### src/rtl/serial_subtractor.sv
// Bit-serial unsigned subtractor: one full-subtractor cell plus a borrow flop,
// LSB first, with a start/busy/done handshake and held result registers.
module serial_subtractor #(
  parameter int WIDTH = 8
) (
  input  logic             clk,
  input  logic             rst,
  input  logic             start,
  input  logic [WIDTH-1:0] a,
  input  logic [WIDTH-1:0] b,
  output logic             busy,
  output logic             done,
  output logic [WIDTH-1:0] diff,
  output logic             bout
);

  localparam int CW = ($clog2(WIDTH + 1) < 1) ? 1 : $clog2(WIDTH + 1);

  typedef enum logic [1:0] {
    IDLE = 2'd0,
    RUN  = 2'd1,
    DONE = 2'd2
  } state_t;

  state_t           state_q, state_d;
  logic [WIDTH-1:0] sa_q, sa_d;
  logic [WIDTH-1:0] sb_q, sb_d;
  logic [WIDTH-1:0] sd_q, sd_d;
  logic [WIDTH-1:0] diff_q, diff_d;
  logic             br_q, br_d;
  logic             bout_q, bout_d;
  logic [CW-1:0]    cnt_q, cnt_d;

  logic             x, y, d_bit, bnext, last;
  logic [WIDTH-1:0] sd_shift;

  assign x        = sa_q[0];
  assign y        = sb_q[0];
  assign d_bit    = x ^ y ^ br_q;
  assign bnext    = (~x & y) | (~(x ^ y) & br_q);
  // Shift form avoids a zero-width slice when WIDTH = 1.
  assign sd_shift = (sd_q >> 1) | (WIDTH'(d_bit) << (WIDTH - 1));
  assign last     = (cnt_q == CW'(WIDTH - 1));

  always_comb begin
    state_d = state_q;
    sa_d    = sa_q;
    sb_d    = sb_q;
    sd_d    = sd_q;
    br_d    = br_q;
    cnt_d   = cnt_q;
    diff_d  = diff_q;
    bout_d  = bout_q;
    unique case (state_q)
      RUN: begin
        sa_d  = sa_q >> 1;
        sb_d  = sb_q >> 1;
        sd_d  = sd_shift;
        br_d  = bnext;
        cnt_d = cnt_q + 1'b1;
        if (last) begin
          diff_d  = sd_shift;
          bout_d  = bnext;
          state_d = DONE;
        end
      end
      IDLE, DONE: begin
        // DONE doubles as an accept cycle for back-to-back operation.
        if (start) begin
          sa_d    = a;
          sb_d    = b;
          br_d    = 1'b0;
          cnt_d   = '0;
          state_d = RUN;
        end else begin
          state_d = IDLE;
        end
      end
      default: state_d = IDLE;
    endcase
  end

  always_ff @(posedge clk) begin
    if (rst) begin
      state_q <= IDLE;
      sa_q    <= '0;
      sb_q    <= '0;
      sd_q    <= '0;
      br_q    <= 1'b0;
      cnt_q   <= '0;
      diff_q  <= '0;
      bout_q  <= 1'b0;
    end else begin
      state_q <= state_d;
      sa_q    <= sa_d;
      sb_q    <= sb_d;
      sd_q    <= sd_d;
      br_q    <= br_d;
      cnt_q   <= cnt_d;
      diff_q  <= diff_d;
      bout_q  <= bout_d;
    end
  end

  assign busy = (state_q == RUN);
  assign done = (state_q == DONE);
  assign diff = diff_q;
  assign bout = bout_q;

endmodule

### config.mk
export PLATFORM = sky130hd
export DESIGN_NAME = serial_subtractor
export DESIGN_NICKNAME = d
export VERILOG_FILES = /design/src/rtl/serial_subtractor.sv
export SDC_FILE = /design/constraint.sdc
export NUM_CORES = 1
export LEC_CHECK = 0
export ABC_AREA = 0
export BUFFER_PORTS_ARGS = -buffer_cell sky130_fd_sc_hd__buf_2
export CAP_MARGIN = 20
export CORE_UTILIZATION = 54
export DETAILED_ROUTE_END_ITERATION = 10
export MAX_ROUTING_LAYER = met4
export PLACE_DENSITY = 0.8
export SLEW_MARGIN = 20
export SYNTH_ARGS = -nofsm -noshare
export SYNTH_HDL_FRONTEND = slang
export SYNTH_SLANG_ARGS = --single-unit
### constraint.sdc
create_clock -name clk -period 1.7 [get_ports clk]
set_clock_uncertainty 0.1 [all_clocks]
set_input_delay 0.085 -clock clk [delete_from_list [all_inputs] [get_ports clk]]
set_output_delay 0.085 -clock clk [all_outputs]
set_load 0.05 [all_outputs]
==> qor.txt <==
Data required, critical path = 1.51 ns
Chip Height = 58.6 µm
FP Rows = 20
ys async rst share = 0%
crit path kind = reg -> out
number of routed nets with antenna violations = 0
final critical-path required period = 1.62 ns
average vias per placed instance = 5.43
Clock Latency Late Sink = 0.36 ns
first-pass GRT wire length = 6110 µm
yosys warns = 0
reg2reg path depth = 4
Num CTS Buffers = 5
Non-Filler Instances = 267
DP HPWL = 2450 µm
grt ovf = 0
CP startpoint = state_q[0]
RSZ-0062 raised after global routing = false
dpl cells = 249
top_reg_cell synth = dfxtp_1
area of the multi-input gates = 831 µm²
Mapped Area = 0.00173 mm²
FILL cells = 249
Final Wtd Congestion = 0.791
die width = 58.6 µm
RR Endpoint = bout
Clock Sink Count = 39
placed standard-cell area = 0.00190 mm²
Synth Register Bits = 39
final WL = 3630 µm
Rel. slew slack = 73.7%
Post-Syn Instances = 184
Leakage = 0.000819 µW
Layout Nets = 243
status = complete, no violations
setup_tns = 0 ns
layout cells sized above 1 = 28.3%
fmax = 616 MHz
Unique masters post-synth = 29
max cap viols = 0
Die ar. = 0.00344 mm²
Worst setup SP type = register
Worst-path clk slew = 0.12 ns
end point of the critical path = busy
setup ws final = 0.0768 ns
Max IR drop VDD = 0.548 mV
Core Box Area = 0.00305 mm²
r2r startpoint = cnt_q[0]
power density over the cells = 925 mW/mm²
clock root buffer = clkbuf_4
htree depth = 2
Post-synth EDFFs = 0
R2R Setup Slk = 0.19 ns
Syn Nets = 205
drt first pass iters = 4
DRC Markers = 0
pin count of the biggest net entering global routing = 21
synthesis-to-layout area growth = 21.5%
# IOs = 30
vias in the first global route = 1375
Slew Limit Fails = 0
CTS tree = done
period utilization = 95.5%
final hold violations = 0
commonest cells after routing, fill and taps aside = dfxtp_1 (38), buf_2 (28), a21oi_1 (21)
CP arrival = 1.44 ns
# port buffers = 29
final instance area = 0.00210 mm²
Worst setup EP type = output port
clk buf depth = 2
final setup fails = 0
initial antenna violation count = 0
Critical Path Fanout Max = 19
pre-CTS WS = 0.148 ns
worst min path class = in -> reg
syn_area_per_cell = 9.41 µm²
register area share after synthesis = 45.1%
via count = 1451
FF/Latch Area = 782 µm²
gr usage total = 25.0%
DRT iter0 DRCs = 66
most common cell after layout, fill and taps aside = dfxtp_1
Worst-Margin Slew = 0.395 ns
WL/cell = 13.6 µm
initial core utilization = 56.7%
Tot Pwr = 1950 µW
ant diodes = 0
==> worst max-delay path, cell delays in order (launching register included) <==
cell,delay [ns]
dfxtp_2,0.36
buf_6,0.17
nand2b_4,0.11
inv_6,0.12
buf_12,0.16
buf_6,0.16
==> stage by stage <==
step / hold slack (ns) / util [%]
6_report: 0.0197 / 68.9
5_1_grt: 0.0144 / 68.9
4_1_cts: 0.00810 / 68.7
3_5_place_dp: 0.225 / 62.4
3_3_place_gp: 0.211 / 62.4
2_1_floorplan: 0.121 / -
==> cells in the mapped netlist (2+ instances only) <==
| library cell | instances | area (µm²) |
|---|---|---|
| o21ai_0 | 9 | 45.0 |
| or3_1 | 2 | 12.5 |
| nor2b_1 | 2 | 12.5 |
| mux2i_1 | 16 | 160 |
| a21oi_1 | 21 | 105 |
| nand2b_1 | 3 | 18.8 |
| dfxtp_1 | 39 | 781 |
| nor3_1 | 15 | 75.1 |
| inv_1 | 3 | 11.3 |
| a211oi_2 | 10 | 125 |
| buf_6 | 4 | 45.0 |
| a211oi_1 | 4 | 30.0 |
| clkbuf_1 | 3 | 11.3 |
| buf_2 | 8 | 40.0 |
| nand2_1 | 17 | 63.8 |
| nand3_1 | 15 | 75.1 |
==> repair_timing <==
item	in CTS	in global routing
setup endpoints to repair	1	3
pin swaps	0	0
hold endpoints to repair	11	0
gates resized for setup	4	3
hold buffers	10	0
buffers inserted	0	0
==> layout make-up <==
| type | count | share of cell area (%) |
|---|---|---|
| repair buffers | 48 | 15.9 |
| clock inverters | 3 | 2.08 |
| multi-input cells | 124 | 39.5 |
| well taps | 44 | 2.62 |
| inverters | 4 | 0.951 |
| flip-flops and latches | 39 | 37.2 |
| clock buffers | 5 | 1.78 |
==> kinds of logic after synthesis <==
group | count (synthesis) | share of synthesized area, %
flops | 39 | 45.1
fa+ha+maj | 2 | 1.88
mux | 16 | 9.25
simple gates | 59 | 17.2
buf+inv | 21 | 7.08
compound gates | 47 | 19.5
==> flip-flops by register name, indices dropped and copies added (netlist names) <==
| register | count |
|---|---|
| state_q | 2 |
| bout | 1 |
| diff | 8 |
| sa_q | 8 |
| cnt_q | 4 |
| br_q | 1 |
| sb_q | 8 |
| sd_q | 7 |
==> worst min path at each step <==
stage	start	to	slack [ns]	cells after the start
finish	a[2]	sa_q[2]	0.02	3
global route	b[3]	sb_q[3]	0.01	3
CTS	a[2]	sa_q[2]	0.008	3
detailed placement	rst	sa_q[7]	0.23	2
global placement	rst	sa_q[7]	0.21	2
floorplan	a[7]	sa_q[7]	0.12	2
==> report_power, final <==
part	internal [µW]	switching (µW)	leakage, µW
logic	144	176	0.000455
clock network	309	324	0.0000452
registers	963	29.7	0.000319
==> metal layers <==
layer	global-route usage [%]	share of wire, %	wire length [µm]
met3	6.59	3.5	128
met2	37.8	48	1730
met1	30.6	45	1650
met4	13.3	3.5	126
met5	-	0	0
Power figures use the tool's default switching activity.
